--- config.mk ---
export PLATFORM = sky130hd
export DESIGN_NAME = conv_result_reader_flat
export DESIGN_NICKNAME = d
export VERILOG_FILES = /design/src/rtl/conv_result_reader_if.sv /design/src/rtl/conv_result_reader.sv /design/src/flat_wrapper.sv
export SDC_FILE = /design/constraint.sdc
export NUM_CORES = 1
export LEC_CHECK = 0
export CAP_MARGIN = 30
export CORE_MARGIN = 5
export CORE_UTILIZATION = 45
export DETAILED_ROUTE_END_ITERATION = 16
export PLACE_DENSITY_LB_ADDON = 0.05
export SLEW_MARGIN = 0
export SYNTH_ARGS = -nofsm -noshare
export SYNTH_HDL_FRONTEND = slang
export SYNTH_SLANG_ARGS = --single-unit
export TNS_END_PERCENT = 50
--- constraint.sdc ---
create_clock -name clk -period 4 [get_ports clk]
set_input_delay 0.6 -clock clk [delete_from_list [all_inputs] [get_ports clk]]
set_output_delay 0.6 -clock clk [all_outputs]
set_load 0.05 [all_outputs]
--- src/rtl/conv_result_reader_if.sv ---
// Result stream interface for conv_result_reader.
// Purpose : carries the valid/ready word stream from the reader to its consumer.
// Signals : m_valid - word valid (reader -> consumer)
//           m_ready - consumer accept (consumer -> reader)
//           m_data  - result word (reader -> consumer)
//           m_last  - final word of a read-out (reader -> consumer)
// Modports: master (reader side), slave (consumer side).
interface conv_result_reader_if #(
  parameter int unsigned DATA_W = 16
) ();
  logic              m_valid;
  logic              m_ready;
  logic [DATA_W-1:0] m_data;
  logic              m_last;

  modport master (output m_valid, output m_data, output m_last, input m_ready);
  modport slave  (input m_valid, input m_data, input m_last, output m_ready);
endinterface

--- src/rtl/conv_result_reader.sv ---
// conv_result_reader
// Purpose : after the accelerator's busy flag falls, reads rd_len words from the result SRAM
//           (addresses 0..rd_len-1) and streams them out over a valid/ready interface through a
//           2-entry skid FIFO, flagging the final word and pulsing rd_done when it is accepted.
// Ports   : clk, reset_b           - clock, asynchronous active-low reset
//           dut_busy, rd_len       - accelerator busy flag (1->0 triggers), words to read
//           rdr_sram_read_address  - registered SRAM read address
//           sram_rdr_read_data     - SRAM data for the previous cycle's address
//           m_if (master)          - m_valid / m_ready / m_data / m_last result stream
//           rdr_busy, rd_done      - read-out in progress, one-cycle completion pulse
//           rd_overrun             - sticky: dut_busy rose during a read-out
//           checksum               - XOR of accepted words (only with RESULT_CHECKSUM_EN)
// Build option: define RESULT_CHECKSUM_EN to add the checksum output and its accumulator.
module conv_result_reader #(
  parameter int unsigned ADDR_W = 12,
  parameter int unsigned DATA_W = 16
) (
  input  logic                 clk,
  input  logic                 reset_b,
  input  logic                 dut_busy,
  input  logic [ADDR_W-1:0]    rd_len,
  output logic [ADDR_W-1:0]    rdr_sram_read_address,
  input  logic [DATA_W-1:0]    sram_rdr_read_data,
  conv_result_reader_if.master m_if,
  output logic                 rdr_busy,
  output logic                 rd_done,
`ifdef RESULT_CHECKSUM_EN
  output logic [DATA_W-1:0]    checksum,
`endif
  output logic                 rd_overrun
);

  typedef enum logic [1:0] {StIdle, StIssue, StDrain} state_e;

  state_e            state_q, state_d;
  logic              busy_q;
  logic [ADDR_W-1:0] addr_q, addr_d;
  logic [ADDR_W-1:0] last_addr_q;
  logic              inflight_q, inflight_last_q;
  logic [DATA_W-1:0] fifo_data_q [2];
  logic [1:0]        fifo_last_q;
  logic              wr_ptr_q, rd_ptr_q;
  logic [1:0]        cnt_q;
  logic              rd_done_q;
  logic              overrun_q;

  logic              trigger, busy_rise;
  logic              fifo_valid, pop, push, head_last, last_hs;
  logic              issue, issue_last;
  logic [1:0]        occ_next;

  assign trigger    = busy_q & ~dut_busy & (state_q == StIdle);
  assign busy_rise  = ~busy_q & dut_busy;
  assign fifo_valid = (cnt_q != 2'd0);
  assign pop        = fifo_valid & m_if.m_ready;
  assign push       = inflight_q;
  assign head_last  = fifo_last_q[rd_ptr_q];
  assign last_hs    = pop & head_last;
  assign issue_last = (addr_q == last_addr_q);

  always_comb begin
    state_d = state_q;
    addr_d  = addr_q;
    // Occupancy once this cycle's pop and the returning read land; a new read is only safe if a
    // slot is still guaranteed for it next cycle even if the consumer stalls.
    occ_next = cnt_q - 2'(pop) + 2'(inflight_q);
    issue    = (state_q == StIssue) && (occ_next < 2'd2);
    unique case (state_q)
      StIdle: begin
        if (trigger && (rd_len != '0)) state_d = StIssue;
      end
      StIssue: begin
        if (issue) begin
          if (issue_last) state_d = StDrain;
          else            addr_d  = addr_q + ADDR_W'(1);
        end
      end
      StDrain: begin
        if (last_hs) begin
          state_d = StIdle;
          addr_d  = '0;
        end
      end
      default: state_d = StIdle;
    endcase
  end

  always_ff @(posedge clk or negedge reset_b) begin
    if (!reset_b) begin
      state_q         <= StIdle;
      busy_q          <= 1'b0;
      addr_q          <= '0;
      last_addr_q     <= '0;
      inflight_q      <= 1'b0;
      inflight_last_q <= 1'b0;
      fifo_data_q[0]  <= '0;
      fifo_data_q[1]  <= '0;
      fifo_last_q     <= '0;
      wr_ptr_q        <= 1'b0;
      rd_ptr_q        <= 1'b0;
      cnt_q           <= '0;
      rd_done_q       <= 1'b0;
      overrun_q       <= 1'b0;
    end else begin
      state_q         <= state_d;
      busy_q          <= dut_busy;
      addr_q          <= addr_d;
      inflight_q      <= issue;
      inflight_last_q <= issue & issue_last;
      if (trigger && (rd_len != '0)) last_addr_q <= rd_len - ADDR_W'(1);
      if (push) begin
        fifo_data_q[wr_ptr_q] <= sram_rdr_read_data;
        fifo_last_q[wr_ptr_q] <= inflight_last_q;
        wr_ptr_q              <= ~wr_ptr_q;
      end
      if (pop) rd_ptr_q <= ~rd_ptr_q;
      cnt_q     <= cnt_q + 2'(push) - 2'(pop);
      rd_done_q <= (trigger && (rd_len == '0)) || ((state_q == StDrain) && last_hs);
      if (trigger)                              overrun_q <= 1'b0;
      else if (busy_rise && (state_q != StIdle)) overrun_q <= 1'b1;
    end
  end

`ifdef RESULT_CHECKSUM_EN
  logic [DATA_W-1:0] checksum_q;

  always_ff @(posedge clk or negedge reset_b) begin
    if (!reset_b)     checksum_q <= '0;
    else if (trigger) checksum_q <= '0;
    else if (pop)     checksum_q <= checksum_q ^ fifo_data_q[rd_ptr_q];
  end

  assign checksum = checksum_q;
`endif

  assign rdr_sram_read_address = addr_q;
  assign m_if.m_valid          = fifo_valid;
  assign m_if.m_data           = fifo_data_q[rd_ptr_q];
  assign m_if.m_last           = fifo_valid & head_last;
  assign rdr_busy              = (state_q != StIdle);
  assign rd_done               = rd_done_q;
  assign rd_overrun            = overrun_q;

endmodule
--- src/flat_wrapper.sv ---
// flat-port wrapper written by rule: the top's interface ports become plain ports
module conv_result_reader_flat 
#(
  parameter int unsigned ADDR_W = 12,
  parameter int unsigned DATA_W = 16
)
  (clk, reset_b, dut_busy, rd_len, rdr_sram_read_address, sram_rdr_read_data, rdr_busy, rd_done, rd_overrun, m_if_m_valid, m_if_m_data, m_if_m_last, m_if_m_ready);
  conv_result_reader_if #(.DATA_W(DATA_W)) m_if_i ();
  input  logic clk;
  input  logic reset_b;
  input  logic dut_busy;
  input  logic [ADDR_W-1:0] rd_len;
  output logic [ADDR_W-1:0] rdr_sram_read_address;
  input  logic [DATA_W-1:0] sram_rdr_read_data;
  output logic rdr_busy;
  output logic rd_done;
  output logic rd_overrun;
  output wire logic [$bits(m_if_i.m_valid)-1:0] m_if_m_valid;
  output wire logic [$bits(m_if_i.m_data)-1:0] m_if_m_data;
  output wire logic [$bits(m_if_i.m_last)-1:0] m_if_m_last;
  input wire logic [$bits(m_if_i.m_ready)-1:0] m_if_m_ready;
  assign m_if_m_valid = m_if_i.m_valid;
  assign m_if_m_data = m_if_i.m_data;
  assign m_if_m_last = m_if_i.m_last;
  assign m_if_i.m_ready = m_if_m_ready;
  conv_result_reader #(.ADDR_W(ADDR_W), .DATA_W(DATA_W)) u_core (.clk(clk), .reset_b(reset_b), .dut_busy(dut_busy), .rd_len(rd_len), .rdr_sram_read_address(rdr_sram_read_address), .sram_rdr_read_data(sram_rdr_read_data), .m_if(m_if_i), .rdr_busy(rdr_busy), .rd_done(rd_done), .rd_overrun(rd_overrun));
endmodule
==> results of run 1 <==
[flip-flops by register name, indices dropped and copies added (netlist names)]
| name | flops |
|---|---|
| u_core.fifo_data_q | 32 |
| u_core.rd_ptr_q | 1 |
| u_core.cnt_q | 2 |
| u_core.busy_q | 1 |
| u_core.rdr_sram_read_address | 12 |
| u_core.state_q | 2 |
| u_core.inflight_q | 1 |
| u_core.rd_overrun | 1 |
| u_core.fifo_last_q | 2 |
| u_core.rd_done | 1 |
| u_core.last_addr_q | 12 |
| u_core.inflight_last_q | 1 |
| u_core.wr_ptr_q | 1 |
[per-layer routing]
metal / routed length (um) / global-route usage (%) / vias to the layer above
li1: - / - / 1192
met1: 3110 / 19.5 / 1164
met2: 3370 / 26.2 / 56
met3: 314 / 3.45 / 13
met4: 132 / 6.39 / 0
met5: 0 / 0 / -
[cell type report]
cell class	count	area (um2)	area share (%)
clock buffer	10	128	2.93
tap	99	124	2.84
clock inverter	6	87.6	2.01
timing repair buffer	67	658	15.1
multi-input combinational	205	1610	36.8
inverter	9	33.8	0.774
sequential	69	1730	39.6
[power by group through the flow]
stage	combinational [mW]	clock (mW)	sequential, mW
after global placement	2.14	0	1.29
after floorplan	1.52	0	1.37
final	2.14	0.609	1.29
after detailed placement	2.16	0	1.30
after global routing	2.30	0.653	1.34
after CTS	2.17	0.626	1.29
[through the flow]
stage | power, mW | worst slack (ns) | cell area [um2] | cells
3_5_place_dp | 3.46 | 1.11 | 4150 | 449
2_1_floorplan | 2.89 | 1.61 | 3430 | 296
3_3_place_gp | 3.43 | 1.15 | 4150 | 449
6_report | 4.04 | 1.00 | 4360 | 465
4_1_cts | 4.09 | 0.954 | 4360 | 465
5_1_grt | 4.29 | 0.905 | 4360 | 465
[layout by cell type, fill, tap and decap left out, drive strengths merged, types with 5 or more instances in the layout]
cell type	synthesis	layout
nand3	11	11
clkbuf	5	10
a211oi	5	5
dfrtp	69	69
xnor2	20	20
mux2	51	51
inv	9	9
a21oi	5	5
nor2	10	10
clkdlybuf4s50	0	63
nand2b	5	5
a31o	9	9
o21ai	14	14
nand2	23	23
nor2b	6	6
nor3	7	7
[critical path, stage by stage, from the launching register on]
cell and delay (ns):
dfrtp_1 0.86, mux2i_1 0.25, nor2_1 0.14, clkdlybuf4s50_1 0.81
[worst max-delay path by stage]
stage          cells after the start                                to             from
4_1_cts                            3                       m_if_m_last  u_core.rd_ptr_q
6_report                           3                       m_if_m_last  u_core.rd_ptr_q
5_1_grt                            3                       m_if_m_last  u_core.rd_ptr_q
2_1_floorplan                     10  u_core.rdr_sram_read_address[11]  u_core.cnt_q[1]
3_5_place_dp                       8   u_core.rdr_sram_read_address[2]     m_if_m_ready
3_3_place_gp                       8   u_core.rdr_sram_read_address[9]     m_if_m_ready
[cells by family after synthesis]
logic type / after synthesis
buffers and inverters: 22
and+or+nand+nor: 82
DFF: 69
xor gates and xnor gates: 24
AOI/OAI and AO/OA: 43
adders and majority gates: 3
muxes: 53
==> flow_summary.toml, run 1 <==
[run_status]
outcome = "finished clean"

[setup_path]
worstSetupStartpointType = "register"
crit_fanout = 18
worstPathRequired_ns = 3.40
cp.arrival_ns = 2.40
r2r-end = "u_core.rdr_sram_read_address[5]"
r2r_cells = 9
crit_type = "reg2out"
r2r_setup_slack_ns = 1.66
end_kind = "output pin"
reg2reg_from = "u_core.cnt_q[1]"

[synth]
yosys.area_share.simple_pct = 12.7
synth_top_family_by_area = "multiplexers"
synth-edff-count = 0
ys.flop_type = "dfrtp_1"
muxShareOfSynthArea_pct = 17.4
synth.ff_latch_count = 69
ys_seq_area_share_pct = 50.3
ys.warnings.count = 0
syn_avg_cell_area_um2 = 11.6
synth_most_common_cell = "dfrtp_1"
synth_top_cell_by_area = "dfrtp_1"
synth_area_leaders = "dfrtp_1 50%, mux2_2 16%, xnor2_1 5.1%"
yosysTopAreaCellShare_pct = 50.3
syn_inst = 296
synth_commonest_cells = "69 x dfrtp_1, 50 x mux2_2, 23 x nand2_1"
synth-adder-area-share_pct = 1.09
syn-num-nets = 331
synth_xor_area_share_pct = 6.12
synth_compound_area_share_pct = 9.22
synth_area_um2 = 3430
synth.distinct_cells = 43
ys_async_sr_fraction_pct = 100

[routing]
drc = 0
vias = 2425
drtIter0Drc = 135
finalWirelength_mm = 6.92
wl_per_cell_um = 14.9
viasPerCell = 5.22
drtPass1Iterations = 5
ant_nets = 0

[clock_tree]
post_cts.repair.setup_buffers = 0
cts-root-buf = "clkbuf_8"
clock_latency_ns = 0.34
h-tree-depth = 3
cts_resized = 0
clkSlewWorstSetupHoldPaths_ns = 0.07
cts_num_sinks = 69
numCtsBuffers = 9
cts_tree = "yes"
hold_buffers = 0
clk_path_buf_depth = 2

[timing]
holdWs_ns = 0.321
worst_slew_pin_slew_ns = 0.920
finClkSkew_ns = 0.00970
hold_viol = 0
setup-violations-final = 0
rsz0062_at_grt = "no"
relSlewSlack_pct = 38.4
finalSetupTns_ns = 0
drv_slew = 0
fin_crit_sh_pct = 75.0
max_freq_mhz = 333
fin_crit_ns = 3.00

[placed_design]
portBuffers = 64
gp_congestion = 0.790
hpwl_mm = 5.01

[power_and_ir_drop]
p_switching_mw = 1.74
p_comb_share_pct = 53.0
clkPwrFrac_pct = 15.1
p_int_mw = 2.29
p_sw_share_pct = 43.2
vdd_drop_max_v = 0.000396
cellLeakagePower_nw = 1.80
power_density_nw_per_um2 = 925
p_seq_share_pct = 31.9

[layout]
final_nets = 396
utilization_pct = 59.5
fill_cells = 647
diodes = 0
area_growth_pct = 27.1
drive_above_1_share_pct = 22.4

[floorplanning]
placementRows = 31
dieArea_um2 = 9480
die_w_um = 97.3
die_height_um = 97.3
io_pins = 65
initial_core_util_pct = 46.8
core-area_um2 = 7330

[global_routing]
grt_max_degree = 37
grt_usage_pct = 15.6
grt_overflow_total = 0
antenna_found_initial = 0
grt_pass1_wl_mm = 12.0
grt_pass1_vias = 2473

[flow_run]
cap_violations = 0

[min_path]
hp-class = "in2async"
(Power assumes the default switching activity.)
==> inputs of run 2 (changes only) <==
Clock period 4 ns to 2.5 ns, I/O delays scaled along.
==> run 2 against run 1 <==
Against the previous run:
- clock power grew 28%
- total power increased by 55%
- cell area down 0.49%
- flip-flop and latch count stayed put
- combinational power up 62%
- register-to-register slack worse by 1.4 ns
- die area stayed put
- clock-buffer cell count is 1 higher
- first-iteration DRC count fell by 59%
- global-route usage decreased by 0.061 points
- critical path type is now reg2reg
- largest power group unchanged
- highest routed layer unchanged
==> flow_summary.toml, run 2 (synthesized netlist as in run 1, its figures left out) <==
[run_status]
outcome = "finished clean"

[timing]
rsz0062_at_grt = "no"
setup-violations-final = 0
fin_crit_sh_pct = 87.9
holdWs_ns = 0.0638
drv_slew = 0
fin_crit_ns = 2.20
hold_viol = 0
relSlewSlack_pct = 55.1
worst_slew_pin_slew_ns = 0.674
finalSetupTns_ns = 0
finClkSkew_ns = 0.00654
max_freq_mhz = 455

[layout]
area_growth_pct = 26.5
largest_reg_flops = 32
utilization_pct = 59.2
drive_above_1_share_pct = 28.0
layout_commonest_cell = "dfrtp_1"
final_cells = 470
fill_cells = 648
final_cell_mix = "69 x dfrtp_1, 50 x mux2_2, 46 x clkdlybuf4s50_1"
diodes = 0
regMostFlops = "u_core.fifo_data_q"
final_nets = 402

[clock_tree]
cts_resized = 0
clkSlewWorstSetupHoldPaths_ns = 0.07
hold_buffers = 0
cts_num_sinks = 69
clock_latency_ns = 0.34
h-tree-depth = 3
cts_tree = "yes"
clk_path_buf_depth = 2
cts-root-buf = "clkbuf_8"
post_cts.repair.setup_buffers = 0
numCtsBuffers = 9

[power_and_ir_drop]
clkPwrFrac_pct = 12.5
p_comb_share_pct = 55.3
fin_total_pwr_mw = 6.25
p_int_mw = 3.47
p_sw_share_pct = 44.5
vdd_drop_max_v = 0.000596
p_switching_mw = 2.78
p_seq_share_pct = 32.2
power_density_nw_per_um2 = 1440
cellLeakagePower_nw = 1.83

[setup_path]
worstPathRequired_ns = 2.73
worstSetupStartpointType = "register"
cp.arrival_ns = 2.42
crit_type = "reg2reg"
crit_fanout = 10
end_kind = "register"

[min_path]
hp-class = "in2async"

[routing]
wl_met3_um = 325
wl_met1_mm = 3.18
drc = 0
top_layer_used = "met4"
ant_nets = 0
viasPerCell = 5.13
wl_per_cell_um = 14.7
wl_met2_mm = 3.30
vias = 2411
drtIter0Drc = 55
finalWirelength_mm = 6.91
drtPass1Iterations = 4

[floorplanning]
core-area_um2 = 7330
dieArea_um2 = 9480
placementRows = 31
die_height_um = 97.3
die_w_um = 97.3
initial_core_util_pct = 46.8
io_pins = 65

[global_routing]
grt_max_degree = 41
grt_pass1_vias = 2547
antenna_found_initial = 0
grt_usage_pct = 15.6
grt_overflow_total = 0
grt_pass1_wl_mm = 12.0

[flow_run]
cap_violations = 0

[placed_design]
hpwl_mm = 5.00
gp_congestion = 0.754
dp_cells = 455
portBuffers = 64
## run 2: changes by cell type in the layout (fill, tap and decap cells not counted), sizes merged
cell / change
bufinv: -2
buf: +23
clkdlybuf4s50: -17
clkinvlp: +2
clkbuf: +1
clkinv: -2
## run 2: worst max-delay path, stage by stage, from the launching register on
cell and delay, ns:
dfrtp_1 0.40, nor2_1 0.15, inv_1 0.07, nand2_1 0.09
xnor2_1 0.07, ha_1 0.22, nand2b_1 0.15, mux2_4 0.27
or2_1 0.38, a31o_1 0.28
## run 2: per-stage QoR
step / instance area [um2] / worst slack [ns]
6_report: 4340 / 0.303
5_1_grt: 4340 / 0.167
4_1_cts: 4340 / 0.304
3_5_place_dp: 4180 / 0.00217
3_3_place_gp: 4180 / 0.0165
2_1_floorplan: 3430 / 0.109
## run 2: path summary, 6_finish.rpt
| kind | startpoint | endpoint | slack, ns | cells past startpoint |
|---|---|---|---|---|
| worst max-delay path | u_core.cnt_q[1] | u_core.rdr_sram_read_address[2] | 0.30 | 9 |
| worst min-delay path | reset_b | u_core.fifo_data_q[17] | 0.06 | 1 |
| worst max register to register | u_core.cnt_q[1] | u_core.rdr_sram_read_address[2] | 0.30 | 9 |
| worst min register to register | u_core.last_addr_q[6] | u_core.last_addr_q[6] | 0.50 | 2 |
| max in group asynchronous | reset_b | u_core.last_addr_q[3] | 1.78 | 2 |
| min in group clk | u_core.last_addr_q[6] | u_core.last_addr_q[6] | 0.50 | 2 |
## run 2: power groups by stage
stage          Sequential, mW  Combinational, mW  Clock, mW
6_report                 2.01               3.46      0.779
3_5_place_dp             2.04               3.49          0
5_1_grt                  2.10               3.71      0.860
2_1_floorplan            2.19               2.43          0
4_1_cts                  2.02               3.50      0.806
3_3_place_gp             2.03               3.46          0
## run 2: area by class of cell
cell class | count | area, um2 | share of cell area (%)
Clock buffer | 11 | 141 | 3.26
Tap cell | 99 | 124 | 2.85
Timing Repair Buffer | 73 | 686 | 15.8
Clock inverter | 4 | 25.0 | 0.576
Sequential cell | 69 | 1730 | 39.8
Multi-Input combinational cell | 205 | 1610 | 37.0
Inverter | 9 | 33.8 | 0.778
## run 2: metal layers
metal  global-route usage [%]  vias to the layer above
met4                     5.75                        0
met5                        0                        -
met1                     19.3                     1152
met2                     25.4                       54
li1                         -                     1197
met3                     5.10                        8
